===== src/rtl/pc_gen.sv =====
// Program-counter generator for the fetch stage: sequential advance, branch and
// flush redirects, a one-entry pending-branch buffer for stalls, and status outputs.
module pc_gen #(
    parameter int unsigned          ADDR_W     = 32,
    parameter logic [ADDR_W-1:0]    RESET_PC   = '0,
    parameter int unsigned          INST_BYTES = 4,
    parameter int unsigned          STALL_W    = 6,
    parameter int unsigned          CNT_W      = 32
) (
    input  logic                clk,
    input  logic                rst,
    input  logic [STALL_W-1:0]  stall,
    input  logic                branch_flag_i,
    input  logic [ADDR_W-1:0]   branch_target_address_i,
    input  logic                flush_i,
    input  logic [ADDR_W-1:0]   flush_pc_i,
    output logic [ADDR_W-1:0]   pc,
    output logic                ce,
    output logic                redirect_o,
    output logic                misalign_o,
    output logic                pend_valid_o,
    output logic [CNT_W-1:0]    fetch_cnt_o
);

    localparam logic [ADDR_W-1:0] PC_INC     = ADDR_W'(INST_BYTES);
    localparam logic [ADDR_W-1:0] ALIGN_MASK = ADDR_W'(INST_BYTES - 1);

    logic              ce_q, ce_d;
    logic [ADDR_W-1:0] pc_q, pc_d;
    logic              redirect_q, redirect_d;
    logic              misalign_q, misalign_d;
    logic              pend_valid_q, pend_valid_d;
    logic [ADDR_W-1:0] pend_addr_q, pend_addr_d;
    logic [CNT_W-1:0]  fetch_cnt_q, fetch_cnt_d;
    logic              advance;

    assign advance = ~stall[0];

    generate
        if (STALL_W > 1) begin : g_unused_stall
            logic unused_stall;
            assign unused_stall = ^stall[STALL_W-1:1];
        end
    endgenerate

    always_comb begin
        // NOTE: every next-state signal gets a default first so no path leaves it unassigned (no latch).
        ce_d         = ce_q;
        pc_d         = pc_q;
        redirect_d   = 1'b0;
        pend_valid_d = pend_valid_q;
        pend_addr_d  = pend_addr_q;
        fetch_cnt_d  = fetch_cnt_q;

        if (!ce_q) begin
            ce_d = 1'b1;
        end else begin
            if (advance) begin
                fetch_cnt_d = fetch_cnt_q + CNT_W'(1);
            end
            // Flush beats everything, even a stall; a branch seen under stall is parked.
            if (flush_i) begin
                pc_d         = flush_pc_i;
                pend_valid_d = 1'b0;
                redirect_d   = 1'b1;
            end else if (branch_flag_i && advance) begin
                pc_d         = branch_target_address_i;
                pend_valid_d = 1'b0;
                redirect_d   = 1'b1;
            end else if (branch_flag_i) begin
                pend_addr_d  = branch_target_address_i;
                pend_valid_d = 1'b1;
            end else if (pend_valid_q && advance) begin
                pc_d         = pend_addr_q;
                pend_valid_d = 1'b0;
                redirect_d   = 1'b1;
            end else if (advance) begin
                pc_d = pc_q + PC_INC;
            end
        end

        misalign_d = (pc_d & ALIGN_MASK) != '0;
    end

    // NOTE: sequential state uses non-blocking assignments so all registers update together on the edge.
    always_ff @(posedge clk) begin
        if (!rst) begin
            ce_q         <= 1'b0;
            pc_q         <= RESET_PC;
            redirect_q   <= 1'b0;
            misalign_q   <= 1'b0;
            pend_valid_q <= 1'b0;
            pend_addr_q  <= '0;
            fetch_cnt_q  <= '0;
        end else begin
            ce_q         <= ce_d;
            pc_q         <= pc_d;
            redirect_q   <= redirect_d;
            misalign_q   <= misalign_d;
            pend_valid_q <= pend_valid_d;
            pend_addr_q  <= pend_addr_d;
            fetch_cnt_q  <= fetch_cnt_d;
        end
    end

    assign pc           = pc_q;
    assign ce           = ce_q;
    assign redirect_o   = redirect_q;
    assign misalign_o   = misalign_q;
    assign pend_valid_o = pend_valid_q;
    assign fetch_cnt_o  = fetch_cnt_q;

endmodule

===== config.mk =====
export PLATFORM = sky130hd
export DESIGN_NAME = pc_gen
export DESIGN_NICKNAME = d
export VERILOG_FILES = /design/src/rtl/pc_gen.sv
export SDC_FILE = /design/constraint.sdc
export NUM_CORES = 1
export LEC_CHECK = 0
export CORE_MARGIN = 2
export CORE_UTILIZATION = 53
export CTS_CLUSTER_SIZE = 16
export DETAILED_ROUTE_END_ITERATION = 6
export GPL_TIMING_DRIVEN = 1
export PLACE_DENSITY_LB_ADDON = 0.12
export SKIP_CTS_REPAIR_TIMING = 1
export SLEW_MARGIN = 20
export SYNTH_ARGS = -nofsm -noshare
export SYNTH_HDL_FRONTEND = slang
export SYNTH_SLANG_ARGS = --single-unit
export TNS_END_PERCENT = 100

===== constraint.sdc =====
create_clock -name clk -period 5.85 [get_ports clk]
set_input_delay 1.4625 -clock clk [delete_from_list [all_inputs] [get_ports clk]]
set_output_delay 1.4625 -clock clk [all_outputs]
set_load 0.005 [all_outputs]

==> results of run 1 <==
## logic make-up after synthesis
kind of cell    count (synthesis)  synth area share
simple gates                  333             0.299
mux                             6            0.0109
flops                         100             0.362
xor+xnor                       35            0.0554
fa+ha+maj                       2           0.00452
compound gates                198             0.225
buf+inv                        62            0.0438
## stage by stage
stage                     cells  instance area, um^2   util
after CTS                   984                 7120  0.696
after global placement      968                 6940  0.679
final                       984                 7130  0.697
after floorplan             736                 5540      -
after detailed placement    968                 6940  0.679
after global routing        984                 7130  0.697
## per-layer routing
| layer | wire length [um] | global-route usage | up-vias | share of wire |
|---|---|---|---|---|
| met2 | 7910 | 0.473 | 321 | 0.44 |
| li1 | - | - | 2867 | - |
| met5 | 0 | 0 | - | 0 |
| met4 | 204 | 0.0752 | 0 | 0.011 |
| met1 | 8100 | 0.470 | 2814 | 0.45 |
| met3 | 1950 | 0.0711 | 20 | 0.11 |
## power groups by stage
stage                     registers [mW]  clock network, mW  logic (mW)
after floorplan                    0.746                  0       0.114
after global placement             0.754                  0       0.235
after detailed placement           0.755                  0       0.239
after CTS                          0.739              0.429       0.240
after global routing               0.745              0.453       0.262
final                              0.741              0.420       0.244
## registers in the layout (all words and copies together) (netlist names)
signal        count
fetch_cnt_o      32
redirect_o        1
pend_addr_q      32
misalign_o        1
pend_valid_o      1
pc               32
ce                1
## worst min-delay path, stage by stage (launching register included)
cell,delay [ps]
dfxtp_1,320
nand2_1,50
a21oi_1,50
## final cells by class
type,instances,area share
multi-input cells,574,0.463
flip-flops and latches,100,0.281
repair buffers,146,0.202
well taps,136,0.0239
clock buffers,10,0.0179
clock inverters,6,0.00667
inverters,12,0.00632
## layout by cell type, fill, tap and decap left out, types with 9 or more instances in the layout
cell / count
inv_1: 9
dfxtp_1: 100
clkdlybuf4s50_1: 136
xor2_1: 26
o31ai_1: 9
xnor2_1: 9
nand4_1: 22
nand2_1: 131
o21ai_0: 39
nor2_1: 62
and3_1: 9
buf_4: 10
nor3_1: 10
clkbuf_8: 9
nand2b_1: 10
a21oi_1: 78
nor4_1: 11
nand3_1: 33
## worst max-delay path by stage
stage                  start              end  slack (ps)
4_1_cts              flush_i           pc[15]        2130
3_5_place_dp         flush_i           pc[15]        1720
2_1_floorplan       stall[0]  fetch_cnt_o[28]        2830
5_1_grt        branch_flag_i            pc[5]        1860
6_report             flush_i           pc[15]        2000
3_3_place_gp         flush_i           pc[15]        1780
==> impl.org, run 1 <==
** Run status
- The flow ran to the end, and the final reports show no timing, DRC or antenna violations.

** Setup path
- The critical path is of the input port to register type.
- The number of buffers and inverters on the critical path is 2.
- The worst setup path is launched from an input port.
- The worst register-to-register path ends at fetch_cnt_o[28].
- Slowest cell on crit path :: clkdlybuf4s50_1
- The worst register-to-register path has a depth of 6.
- In this run the critical register-to-register path is launched from ce.
- Kind of capture point of the worst setup path :: register
- Data on the critical path is required at its endpoint by 6090 ps.
- The critical path crosses 5 cells after its start point.
- The largest single stage delay on the critical path is 910 ps.
- The setup check on the worst reg-to-reg path leaves a slack of 3510 ps.
- The signal on the critical path passes through clkdlybuf4s50_1 -> clkinv_1 -> or3_1 -> o211ai_1 -> a41oi_1.
- Data on the critical path arrives at its endpoint at 4080 ps.
- Of all nets on the critical path, the largest fanout is 26.
- Top delay family on crit path :: buffers and inverters

** Detailed routing
- Residual antenna-violating net count after detailed routing :: 0
- After detailed routing, the total wire length is 18200 um.
- Post-detailed-route DRC marker count :: 0
- Iteration-0 DRC Markers :: 493
- After detailed routing, the number of vias per cell comes to 6.12.
- Pre-Repair DR Iteration Count :: 5
- Final routed wire length divided by cell count :: 18.5 um
- Via count of the routed design :: 6022

** Worst hold path
- The worst hold path begins at pend_addr_q[15].
- Worst hold-check path type :: register to register
- Hold EP :: pend_addr_q[15]
- The worst hold path was traced through 2 stages.

** Job
- The tool flagged a number of max-cap violations equal to 0.

** Logic synthesis
- In this run, synthesis produced a sequential element count of 100.
- Yosys cell types :: 64
- Leading cell types by count after synthesis :: 131 x nand2_1, 100 x dfxtp_1, 78 x a21oi_1
- Synth top area cells :: dfxtp_1 36%, nand2_1 8.9%, a21oi_1 7.1%, nor2_1 4.2%, xor2_1 4.1%
- The number of nets handed over by synthesis was 812.
- Share of synthesized area occupied by flip-flops and latches :: 0.362
- After synthesis, the share of flip-flops with an asynchronous set or reset is 0.
- Predominant post-synthesis flop cell :: dfxtp_1
- Count of yosys warnings during synthesis :: 0
- Counting flops with a built-in enable in the synthesized netlist gives 0.
- After synthesis, the mean cell area works out to 7.52 um^2.
- Counting every instance in the synthesized netlist gives 736.
- Cell type contributing the most total cell area after synthesis :: dfxtp_1
- Most repeated cell in the gate-level netlist after synthesis :: nand2_1
- Of the post-synthesis cell area, the dominant cell type holds 0.362.
- Post-Synthesis Cell Area :: 5540 um^2

** Clocking
- CTS buffer count :: 9
- Number of buffers between clock root and the deepest sink :: 2
- TritonCTS built the clock tree.
- Clock sink count :: 100
- After clock tree synthesis, the clock-pin slew on the worst setup and hold paths is 100 ps.
- At the later pin of the worst-skew pair, clock insertion delay measures 390 ps.
- CTS HTree Levels :: 3
- The tree is rooted in a clkbuf_8.

** GRT
- The initial antenna violation count is 0.
- The via count of the first global-routing pass is 5348.
- In the global route stage, overall resource usage came out at 0.319.
- Entering global routing, the biggest net connects 49 pins.
- First-pass GRT wire length :: 28300 um
- The total overflow left after global routing is 0.

** Cells and area
- In the final layout, the share of cells above drive strength 1 is 0.0542.
- FILL cells :: 880
- Area taken by multi-input logic gates :: 3300 um^2
- 0 antenna diodes ended up in the layout.
- Registers take 2000 um^2.
- Relative to the synthesized area, the layout overhead comes to 28.8%.
- Nets :: 919

** Placement
- Routability-driven placement finished with a final weighted congestion of 0.953.
- During placement, the flow inserted port buffers numbering 136.
- At the placement stage, the worst setup path has a slack of 1720 ps.
- The HPWL after detailed placement is 12800 um.

** Power
- The analysis attributes to cell leakage a power of 2.42 nW.
- Total power for the finished layout comes to 1.40 mW.
- Clock network fraction of total power :: 0.299
- Dividing total power by cell area gives a power density of 197 nW/um^2.
- Peak VDD IR :: 0.000185 V
- Of the total power, the share spent switching nets is 0.299.
- Of the total power, registers draw 0.527.
- The internal power of the cells totals 0.984 mW.
- Net switching power :: 0.420 mW
- Comb pwr share :: 0.174

** STA
- Max Clock Skew :: 11.3 ps
- Tightest hold margin :: 457 ps
- Measured against its own limit, the worst slew margin works out to 0.411.
- Final worst setup slack :: 2000 ps
- Peak Freq :: 260 MHz
- Total negative setup slack :: 0 ps
- Number of pins with negative max-slew slack in the final report :: 0
- Slew of the pin with the lowest slew margin :: 878 ps
- Setup repair after global routing left no endpoint under its margin.
- Final worst path period need :: 3850 ps
- Part of the cycle the worst path needs :: 0.657
- Setup violations remaining at the end of the flow were counted as 0.
- Final hold vios :: 0

** Floorplan
- Standard-cell row count :: 37
- Initial core utilization :: 0.541
- During I/O placement, the number of pins put on the boundary was 142.
- Area of the core :: 10200 um^2
- Die Span X :: 106 um
- The die covers 11300 um^2.
- Vert. Die Dim :: 106 um
(Power assumes the default switching activity.)
==> run 2: changes to the inputs <==
Settings changed: CORE_UTILIZATION 53 to 45.
Clock period 5.85 ns to 3.3 ns, I/O delays scaled along.
==> impl.org, run 2 (synthesis results as in run 1) <==
** Job
- The number of maximum-capacitance violations was 0 (unchanged).

** Worst hold path
- Worst hold-check path type :: register to register (unchanged)

** Cells and area
- Commonest cells after routing, fill and taps aside: 136 x clkdlybuf4s50_1, 131 x nand2_1, 100 x dfxtp_1 (unchanged).
- Post-Route Utilization :: 0.617 (was 0.697)
- Share of layout cells above drive strength 1 :: 0.0704 (was 0.0542)
- Most common library cell in the layout ignoring fill and taps :: clkdlybuf4s50_1 (unchanged)
- Nets :: 937 (was 919)
- The count of antenna diodes in the layout came to 0 (unchanged).
- The synthesis-to-layout area growth came to 33.8% (was 28.8%).

** Clocking
- Post-CTS clock slew at the launch and capture registers of the worst setup and hold paths :: 70 ps (was 100 ps)
- The CTS tree is built (unchanged).
- The number of clock buffers inserted by TritonCTS was 9 (unchanged).
- The maximum buffer depth of the clock tree is 2 (unchanged).
- The later-pin clock latency in the skew report came to 350 ps (was 390 ps).
- The master cell of the clock root buffer was clkbuf_16 (was clkbuf_8).
- The total number of H-tree levels came to 3 (unchanged).
- The clock sink count is 100 (unchanged).

** GRT
- The combined global-route utilization of all metal layers was 0.288 (was 0.319).
- Aggregate global routing overflow :: 0 (unchanged)
- The maximum number of pins on one net before global-route repair was 64 (was 49).
- Number of global-route vias before repair :: 5523 (was 5348)
- The initial antenna violation count came to 0 (unchanged).
- The global-route wire length before repair was 29800 um (was 28300 um).

** Detailed routing
- The detailed-route DRC error count is 0 (unchanged).
- The number of violations reported at the end of detailed-routing iteration 0 came to 557 (was 493).
- Via count of the routed design :: 6070 (was 6022)
- The number of vias per cell after detailed routing was 5.99 (was 6.12).
- Residual antenna-violating net count after detailed routing :: 0 (unchanged)
- The routed wire length per instance is 18.9 um (was 18.5 um).
- The count of TritonRoute iterations in the first routing pass came to 7 (was 5).
- The wire length after detailed routing came to 19100 um (was 18200 um).

** STA
- RSZ-0062 raised after global routing: false (unchanged).
- Of the available clock period, the critical path in the final layout requires 0.807.
- Final worst path period need :: 2660 ps
- Max_slew headroom :: 0.563 (was 0.411)
- The accumulated negative setup slack came to 0 ps (unchanged).
- The final worst clock skew is 8.35 ps (was 11.3 ps).
- Slew of the pin with the lowest slew margin :: 648 ps (was 878 ps)
- The count of endpoints failing setup in the final report was 0 (unchanged).
- Number of pins with negative max-slew slack in the final report :: 0 (unchanged)
- Peak Freq :: 376 MHz
- Final hold vios :: 0 (unchanged)

** Floorplan
- Full die area :: 13200 um^2 (was 11300 um^2)
- The boundary pin count is 142 (unchanged).
- Initial core utilization :: 0.461 (was 0.541)
- Die Span X :: 115 um (was 106 um)
- Vert. Die Dim :: 115 um (was 106 um)
- The floorplan core area came to 12000 um^2 (was 10200 um^2).
- The total number of placement rows is 40 (was 37).

** Power
- Peak VDD IR :: 0.000321 V (was 0.000185 V)
- Total leakage power :: 2.58 nW (was 2.42 nW)
- Power density normalized to cell area :: 387 nW/um^2 (was 197 nW/um^2)

** Run status
- Run status: finished clean (unchanged).

** Setup path
- Kind of capture point of the worst setup path :: register (unchanged)
- The maximum fanout along the worst path came to 14 (was 26).
- Classification of the worst setup path :: input port to register (unchanged)
- The arrival time of the worst setup path is 2940 ps (was 4080 ps).
- The sort of element at the start of the critical path was an input port (unchanged).
- Worst EP required :: 3580 ps (was 6090 ps)

** Placement
- The port buffer count was 136 (unchanged).
- Placer congestion estimate :: 0.873 (was 0.953)
- The detailed placer's ending HPWL is 13900 um (was 12800 um).
[run 2: final timing paths]
kind	slack, ps	cells after the start	startpoint	end
max	640	7	stall[0]	pc[13]
min	450	2	pend_addr_q[9]	pend_addr_q[9]
max reg2reg	1020	5	ce	fetch_cnt_o[25]
min reg2reg	450	2	pend_addr_q[9]	pend_addr_q[9]
[run 2: critical path, cell delays in order]
cell,delay [ps]
clkdlybuf4s50_1,510
buf_4,220
nand2b_1,260
nand2_1,400
nor4_1,380
nand4_1,140
a31oi_1,180
[run 2: per-layer routing]
| metal | wire length (um) | track usage |
|---|---|---|
| met1 | 8910 | 0.437 |
| met2 | 8130 | 0.408 |
| met3 | 1810 | 0.0638 |
| met4 | 256 | 0.0803 |
| met5 | 0 | 0 |
[run 2: final cells by class]
class,count,area [um^2]
Fill cell,1119,4600
Multi-Input combinational cell,574,3290
Sequential cell,100,2000
Timing Repair Buffer,164,1580
Clock buffer,12,246
Tap cell,147,184
Clock inverter,4,56.3
Inverter,12,45.0
[run 2: stage by stage]
stage               cells  instance area (um^2)  power [mW]  worst slack, ps  hold WS, ps
CTS                  1013                  7410        2.88              671          455
finish               1013                  7410        2.87              637          454
global route         1013                  7410        2.98              530          477
floorplan             736                  5540        1.52              918          432
global placement      997                  7110        1.78              341          437
detailed placement    997                  7110        1.78              310          445
[run 2: where the power goes]
group	internal, mW	switching, mW
combinational	0.228	0.226
sequential	1.25	0.0662
clock	0.615	0.482
total	2.09	0.774
==> run 3: changes to the inputs <==
Settings changed: CORE_UTILIZATION 45 to 50.
Clock period 3.3 ns to 2.7 ns, I/O delays scaled along.
==> impl.org, run 3 (synthesis results as in run 1) <==
** Run status
- Run status: finished clean (unchanged).

** Detailed routing
- The number of antenna-violating nets in the routed design was 0 (unchanged).
- The count of TritonRoute iterations in the first routing pass was 5 (was 7).
- Via count of the routed design :: 6216 (was 6070)
- The detailed-route DRC error count was 0 (unchanged).
- Post-detailed-routing wire length :: 19600 um (was 19100 um)
- The number of violations reported at the end of detailed-routing iteration 0 is 632 (was 557).
- Avg Vias per Cell :: 6.07 (was 5.99)
- The routed wire length per instance came to 19.1 um (was 18.9 um).

** Power
- The cell area power density came to 435 nW/um^2 (was 387 nW/um^2).
- Peak VDD IR :: 0.000359 V (was 0.000321 V)
- Final Total Pwr :: 3.25 mW (was 2.87 mW)
- The standby leakage power was 2.64 nW (was 2.58 nW).

** GRT
- Number of global-route vias before repair :: 5491 (was 5523)
- Initial antenna violation count :: 1 (was 0)
- Overall routing resource usage :: 0.328 (was 0.288)
- The maximum number of pins on one net before global-route repair is 31 (was 64).
- First-pass GRT wire length :: 29800 um (about the same)
- The overflow left after global routing is 0 (unchanged).

** Setup path
- Largest stage delay, worst path :: 510 ps (about the same)
- The highest-delay cell along the critical path is clkdlybuf4s50_1 (unchanged).
- The sort of element at the start of the critical path was an input port (unchanged).
- Kind of capture point of the worst setup path :: register (unchanged)
- The path type of the worst setup path is input port to register (unchanged).
- Data arrival time of the critical path :: 2630 ps (was 2940 ps)
- Sequence of cells on the critical path :: clkdlybuf4s50_1 -> nand4b_1 -> buf_4 -> nor4_4 -> nand2_1 -> or4_1 -> a21oi_1 (was clkdlybuf4s50_1 -> buf_4 -> nand2b_1 -> nand2_1 -> nor4_1 -> nand4_1 -> a31oi_1)
- Worst EP required :: 3020 ps (was 3580 ps)
- The maximum fanout along the worst path was 5 (was 14).

** STA
- Max_slew headroom :: 0.520 (was 0.563)
- RSZ-0062 raised after global routing :: false (unchanged)
- Number of pins with negative max-slew slack in the final report :: 0 (unchanged)
- Max Clock Skew :: 9.98 ps (was 8.35 ps)
- The count of endpoints failing setup in the final report came to 0 (unchanged).
- Dividing the final minimum period by the clock period gives 0.855.
- Total negative setup slack :: 0 ps (unchanged)
- The count of endpoints failing hold in the final timing report is 0 (unchanged).
- Peak Freq :: 433 MHz
- The transition time at the pin with the least slew margin was 715 ps (was 648 ps).
- Counting I/O delays and the setup requirement, the final critical path takes 2310 ps.

** Floorplan
- Initial core utilization :: 0.511 (was 0.461)
- The floorplan core area is 10800 um^2 (was 12000 um^2).
- Die Span X :: 109 um (was 115 um)
- Full die area :: 11900 um^2 (was 13200 um^2)
- The boundary pin count was 142 (unchanged).
- The total number of placement rows came to 38 (was 40).
- Vert. Die Dim :: 109 um (was 115 um)

** Clocking
- Clock sink count :: 100 (unchanged)
- The total number of H-tree levels came to 3 (unchanged).
- Post-CTS clock slew at the launch and capture registers of the worst setup and hold paths :: 100 ps (was 70 ps)
- The CTS tree is built (unchanged).
- The maximum buffer depth of the clock tree is 2 (unchanged).
- CTS buffer count :: 9 (unchanged)
- The master cell of the clock root buffer was clkbuf_8 (was clkbuf_16).
- Clock insertion delay at the later pin of the skew report :: 390 ps (was 350 ps)

** Cells and area
- Commonest cells after routing, fill and taps aside: 136 x clkdlybuf4s50_1, 131 x nand2_1, 100 x dfxtp_1 (unchanged).
- Post-Route Utilization :: 0.690 (was 0.617)
- The number of filler instances in the final layout came to 907 (was 1119).
- Share of layout cells above drive strength 1 :: 0.0916 (was 0.0704)
- Final cell count without fillers :: 1024 (was 1013)
- Most common library cell in the layout ignoring fill and taps :: clkdlybuf4s50_1 (unchanged)
- The synthesis-to-layout area growth was 35.1% (was 33.8%).
- The final net count came to 955 (was 937).
- Total non-filler cell area in the finished layout :: 7480 um^2 (was 7410 um^2)
- The count of antenna diodes in the layout came to 0 (unchanged).

** Placement
- The port buffer count came to 136 (unchanged).
- The last weighted congestion value of the routability-driven placer came to 0.953 (was 0.873).
- The cell area reported after detailed placement was 7260 um^2 (was 7110 um^2).
- DP HPWL :: 14500 um (was 13900 um)
- The cell total after placement was 1008 (was 997).

** Job
- Max-capacitance violation count :: 0 (unchanged)

** Worst hold path
- Worst hold-check path type :: register to register (unchanged)
-- run 3: critical path: cells and delay by family --
| family | cells | cell delay [ps] |
|---|---|---|
| and+or+nand+nor | 4 | 1120 |
| buffers and inverters | 2 | 690 |
| AOI/OAI and AO/OA | 1 | 140 |
-- run 3: cell type report --
class                           instances  area, um^2  area share
Multi-Input combinational cell        574        3290       0.440
Clock buffer                           10         138      0.0184
Inverter                               12        45.0     0.00602
Sequential cell                       100        2000       0.268
Clock inverter                          6        82.6      0.0110
Timing Repair Buffer                  182        1740       0.233
Tap cell                              140         175      0.0234
-- run 3: worst paths after layout --
check,end,startpoint,slack (ps),depth (start not counted)
max,fetch_cnt_o[29],stall[0],390,7
min,pend_addr_q[22],pend_addr_q[22],460,2
max reg2reg,pc[17],pc[5],410,5
min reg2reg,pend_addr_q[22],pend_addr_q[22],460,2
-- run 3: stage by stage --
stage	setup slack [ps]	hold slack, ps
2_1_floorplan	468	432
3_3_place_gp	71.8	438
3_5_place_dp	2.22	442
4_1_cts	406	457
5_1_grt	233	476
6_report	392	459
-- run 3: power by group --
| group | total [mW] | leakage [nW] | internal (mW) | switching (mW) |
|---|---|---|---|---|
| combinational | 0.582 | 1.72 | 0.297 | 0.285 |
| sequential | 1.60 | 0.814 | 1.53 | 0.0758 |
| clock | 1.06 | 0.108 | 0.473 | 0.592 |
| total | 3.25 | 2.64 | 2.30 | 0.953 |
-- run 3: routing by layer --
metal | share of wire | up-vias | track usage
li1 | - | 2952 | -
met1 | 0.45 | 2903 | 0.484
met2 | 0.43 | 330 | 0.479
met3 | 0.10 | 31 | 0.0729
met4 | 0.017 | 0 | 0.0931
met5 | 0 | - | 0
==> RTL change 1 (config.mk and constraints of run 2) <==
`ADDR_W`: 32 -> 16.
--- a/src/rtl/pc_gen.sv
+++ b/src/rtl/pc_gen.sv
@@ -3,3 +3,3 @@
 module pc_gen #(
-    parameter int unsigned          ADDR_W     = 32,
+    parameter int unsigned          ADDR_W     = 16,
     parameter logic [ADDR_W-1:0]    RESET_PC   = '0,
Interface: changed (resized branch_target_address_i, flush_pc_i and pc); port bits go from 142 to 94. No check against the original RTL was run, so the function may have changed too.
==> RTL change 1 against run 2 <==
Setup slack gained 0.21 ns; sequential cell count shrank 32; sequential power shrank 34%; synthesized area shrank 36%; design area shrank 37%; wire length shrank 52%; power shrank 39%; die area shrank 35%.
==> RTL change 1: results (changes against run 2) <==
Parameter                              Value

Critical path
  Critical register-to-register path startpoint ... ce
  Crit path launch ... stall[0]
  Arrival time of the worst setup path ... 2.69 ns (-0.25 ns)
  Crit path to ... fetch_cnt_o[29]
  Maximum cell stage delay along the critical path ... 0.66 ns (+0.15 ns)
  Crit-path slowest cell ... nor4_4
  Number of cells traversed by the worst register-to-register path ... 5 (unchanged)
  Crit path max fanout ... 11 (-3)
  Flop-to-flop setup slack ... 1.31 ns (+0.29 ns)

Pwr
  Static Leakage ... 1.68 nW (-35%)
  Power Sequential ... 0.873 mW (-34%)
  Worst vdd ir ... 0.000169 V (-47%)
  Total net switching power ... 0.449 mW (-42%)
  P_comb ... 0.227 mW (-50%)

Finish
  Nets@finish ... 563 (-40%)
  Non-clock inverter instance count of the final layout ... 8 (-4)
  Multi-input combinational cell count ... 332 (-42%)
  Growth of design area from synthesis to finish ... 31.8%
  Clock-cell share of area ... 0.0395 (-0.00132)
  Layout filler cell count ... 698 (-38%)
  Number of ordinary and repair buffers in the finished layout ... 100 (-39%)
  Layout cells sized above 1 ... 0.0744 (+0.00399)
  Clock Buffer Count ... 11 (-1)
  Non-clock buffer contribution to total cell area ... 0.209 (-0.00504)
  Register cell area after layout ... 1360 um2 (-32%)
  Multi-input combinational area share ... 0.425 (-0.0191)

Synth
  Top cells by instance count after synthesis ... 73 x nand2_1, 68 x dfxtp_1, 45 x nor2_1, 35 x a21oi_1, 25 x xor2_1
  Cell area after synthesis ... 3530 um2 (-36%)
  Netlist cell types ... 62 (-3.1%)
  Synth Instances ... 436 (-41%)
  Part of the Yosys area used for sequential elements ... 0.386 (+0.0242)
  Warnings, synthesis ... 0 (unchanged)
  Top cells by area in the synthesized netlist ... dfxtp_1 39%, nand2_1 7.8%, xor2_1 6.2%, a21oi_1 5.0%, nor2_1 4.8%
  Post-synth net total ... 480 (-41%)
  Post-synthesis register bit count ... 68 (-32%)

GRT
  Wire length of the first global-routing pass ... 15.1 mm (-49%)
  Global Route Usage Sum ... 0.222 (-0.0662)
  Vias in the first global route ... 3136 (-43%)
  Largest net degree at the start of global routing ... 22 (-66%)

Placed design
  Routability Congestion ... 0.830 (-4.9%)
  Placed cell area ... 4470 um2 (-37%)
  Detail Placement HPWL ... 6.43 mm (-54%)
  Dpl cells ... 610 (-39%)
  Number of port buffers ... 88 (-35%)

Drt
  Vias per cell ... 5.43 (-9.4%)
  Initial DRC count ... 158 (-72%)
  Average routed wire per standard cell ... 14.5 um (-23%)
  Total iterations of the first detailed-routing run ... 4 (-3)
  Final wirelength ... 9.11 mm (-52%)

Timing
  Rel. slew slack ... 0.514 (-0.0496)
  Max Clock Skew ... 0.00720 ns (-0.00116 ns)

Outcome
  Status ... completed

Clocking
  Buffer cell driving the clock tree root ... clkbuf_8
## RTL change 1: cell count changes in the layout (fill, tap and decap cells not counted), sizes merged, moves of 14 or more
cell	before	now
nand2	131	73
o21ai	39	17
buf	28	12
dfxtp	100	68
a21oi	78	35
nor2	62	46
nand3	34	20
clkdlybuf4s50	136	88
## RTL change 1: worst min-delay path by stage
stage                                from              end  slack [ns]
after floorplan           pend_addr_q[11]  pend_addr_q[11]        0.43
after global placement    pend_addr_q[11]  pend_addr_q[11]        0.44
after detailed placement  pend_addr_q[11]  pend_addr_q[11]        0.45
after CTS                 pend_addr_q[11]  pend_addr_q[11]        0.46
after global routing      pend_addr_q[15]  pend_addr_q[15]        0.47
final                     pend_addr_q[12]  pend_addr_q[12]        0.46
## RTL change 1: metrics by stage
| stage | total power, mW | hold slack [ns] | worst slack, ns |
|---|---|---|---|
| 4_1_cts | 1.78 | 0.456 | 0.837 |
| 5_1_grt | 1.84 | 0.471 | 0.717 |
| 3_5_place_dp | 1.12 | 0.446 | 0.461 |
| 2_1_floorplan | 0.997 | 0.432 | 1.37 |
| 6_report | 1.76 | 0.455 | 0.846 |
| 3_3_place_gp | 1.12 | 0.437 | 0.504 |
## RTL change 1: kinds of logic after synthesis
kind of cell / count (synthesis) / synth area share
and+or+nand+nor: 202 / 0.298
DFF: 68 / 0.386
muxes: 2 / 0.00567
adders and majority gates: 2 / 0.00709
buffers and inverters: 36 / 0.0539
AOI/OAI and AO/OA: 90 / 0.161
xor gates and xnor gates: 36 / 0.0894
## RTL change 1: routing by layer
layer,wire [um],GRT usage
met1,4000,0.283
met2,4500,0.377
met4,140,0.0858
met3,463,0.0350
met5,0,0
## RTL change 1: critical path: cells and delay by family
kind	cells	cell delay, ns
buf+inv	1	0.43
xor+xnor	1	0.17
simple gates	4	1.27
==> RTL change 2 (flow settings as in run 2) <==
Without the edit above. Reset style: asynchronous (`rst`), changed in one clocked block.
--- a/src/rtl/pc_gen.sv
+++ b/src/rtl/pc_gen.sv
@@ -85,3 +85,3 @@
     // NOTE: sequential state uses non-blocking assignments so all registers update together on the edge.
-    always_ff @(posedge clk) begin
+    always_ff @(posedge clk or negedge rst) begin
         if (!rst) begin
Check against the original RTL: differs if rst is asserted again (counterexample within 4 cycles, from zero or initial values and one cycle with rst low); with rst held inactive, the same outputs for 10 cycles.
==> RTL change 2 against run 2 <==
Die area shrank 1.9%; design area shrank 1.4%; sequential cell count is the same; clock power down 6%; synthesized area down 1.9%; worst hold slack gained 0.026 ns; setup slack better by 0.068 ns; wire length shrank 19%; power increased by 20%; highest routed layer unchanged.
==> RTL change 2: results (changes against run 2) <==
Parameter                              Value

Finish
  Layout filler cell count ... 1046 (-6.5%)
  Layout cells sized above 1 ... 0.129 (+0.0583)
  Nets@finish ... 770 (-18%)
  Number of antenna cells inserted ... 0 (unchanged)

Synth
  Netlist cell types ... 64 (unchanged)
  Async set-reset flop share out of synthesis ... 1.00 (+1.00)
  Library cell with the largest summed area after synthesis ... dfrtp_1
  Mapped Avg Cell Area ... 9.71 um2 (+29%)
  Top cells by area in the synthesized netlist ... dfrtp_1 46%, mux2_2 6.8%, xnor2_1 4.4%, nand2_1 3.7%, o21ai_0 3.0%
  Warnings, synthesis ... 0 (unchanged)
  Top cells by instance count after synthesis ... 100 x dfrtp_1, 53 x nand2_1, 33 x mux2_2, 33 x o21ai_0
  Part of the Yosys area used for sequential elements ... 0.461 (+0.0993)
  Post-synth net total ... 635 (-22%)

Drt
  Total iterations of the first detailed-routing run ... 5 (-2)
  Via count of the routed design ... 5022 (-17%)
  Initial DRC count ... 382 (-31%)
  Final wirelength ... 15.5 mm (-19%)
  Vias per cell ... 5.94 (-0.93%)

Clocking
  Clock slew at reported path FFs ... 0.07 ns (about the same)
  Later-pin clock latency in the skew report ... 0.36 ns
  Htree depth ... 3 (unchanged)
  Buffer cell driving the clock tree root ... clkbuf_16
  Inserted Clock Buffers ... 9 (unchanged)
  Buffers from clock root to sink, at most ... 2 (unchanged)

Critical path
  Crit path max fanout ... 15 (+1)
  Flop-to-flop setup slack ... 1.04 ns (+0.02 ns)
  Critical register-to-register path startpoint ... ce
  Arrival time of the worst setup path ... 2.84 ns (-0.10 ns)
  Crit-path slowest cell ... clkdlybuf4s50_1
  Crit path max-delay family ... buffers and inverters
  Maximum cell stage delay along the critical path ... 0.62 ns (+0.11 ns)
  Number of cells traversed by the worst register-to-register path ... 5 (unchanged)
  End of the worst register-to-register path ... pc[28]

Placed design
  Detail Placement HPWL ... 11.3 mm (-19%)
  Worst slack at placement ... 0.344 ns (+0.0335 ns)
  Dpl cells ... 830 (-17%)
  Number of port buffers ... 136 (unchanged)
  Routability Congestion ... 0.906 (+3.8%)

Timing
  Max Clock Skew ... 0.00396 ns (-0.00440 ns)
  Slew of the pin with the lowest slew margin ... 0.871 ns (+0.223 ns)

GRT
  Number of antenna violations at the first check in global routing ... 0 (unchanged)
  Largest net degree at the start of global routing ... 56 (-13%)
  Global Route Usage Sum ... 0.248 (-0.0406)
  Wire length of the first global-routing pass ... 25.1 mm (-16%)

Pwr
  Worst vdd ir ... 0.000415 V (+30%)
  Static Leakage ... 2.94 nW (+14%)

Outcome
  Status ... completed

Worst hold path
  Path class of the lowest-slack min-delay path ... in -> async
-- RTL change 2: how the worst max path moves through the flow --
| stage | start | to | slack, ns | depth (start not counted) |
|---|---|---|---|---|
| after floorplan | stall[0] | fetch_cnt_o[22] | 0.94 | 7 |
| after global placement | stall[0] | pc[19] | 0.39 | 7 |
| after detailed placement | stall[0] | pc[19] | 0.34 | 7 |
| after CTS | ce | ce | 0.71 | 1 |
| after global routing | stall[0] | pc[22] | 0.57 | 8 |
| final | stall[0] | pc[19] | 0.71 | 7 |
-- RTL change 2: metal layers --
metal | GRT usage | vias to the layer above | wire (um)
met5 | 0 | - | 0
met4 | 0.0846 | 0 | 277
met3 | 0.0547 | 19 | 834
met2 | 0.414 | 165 | 7570
met1 | 0.320 | 2490 | 6840
li1 | - | 2348 | -
-- RTL change 2: cell families (layout without fill, tap and decap cells) --
family | after synthesis | count (layout) | share of synthesized area
AOI/OAI and AO/OA | 137 | 137 | 0.175
xor gates and xnor gates | 36 | 36 | 0.0581
adders and majority gates | 2 | 2 | 0.00461
buffers and inverters | 49 | 189 | 0.0364
DFF | 100 | 100 | 0.461
muxes | 33 | 33 | 0.0684
other | 1 | 1 | 0.000691
and+or+nand+nor | 201 | 201 | 0.196
-- RTL change 2: where the power goes --
| part | leakage (nW) | switching [mW] | total [mW] | internal [mW] |
|---|---|---|---|---|
| clock network | 0.131 | 0.492 | 1.03 | 0.537 |
| logic | 1.56 | 0.329 | 0.796 | 0.467 |
| registers | 1.24 | 0.197 | 1.61 | 1.41 |
| total | 2.94 | 1.02 | 3.44 | 2.42 |
-- RTL change 2: through the flow --
step / instance area [um2] / hold WS, ns
2_1_floorplan: 5430 / 0.468
3_3_place_gp: 7020 / 0.464
3_5_place_dp: 7020 / 0.466
4_1_cts: 7300 / 0.483
5_1_grt: 7300 / 0.504
6_report: 7300 / 0.480
-- RTL change 2: worst register-to-register path, delay by kind of cell, from the launching register on --
family | cells | cell delay (ns)
simple gates | 1 | 0.65
compound gates | 4 | 0.71
flops | 1 | 0.77
-- RTL change 2: area by class of cell --
| type | instances | area, um2 | share of cell area |
|---|---|---|---|
| clock inverter | 6 | 48.8 | 0.00668 |
| inverter | 13 | 48.8 | 0.00668 |
| timing repair buffer | 160 | 1550 | 0.212 |
| multi-input combinational | 410 | 2730 | 0.374 |
| clock buffer | 10 | 239 | 0.0327 |
| sequential | 100 | 2500 | 0.343 |
| tap | 147 | 184 | 0.0252 |
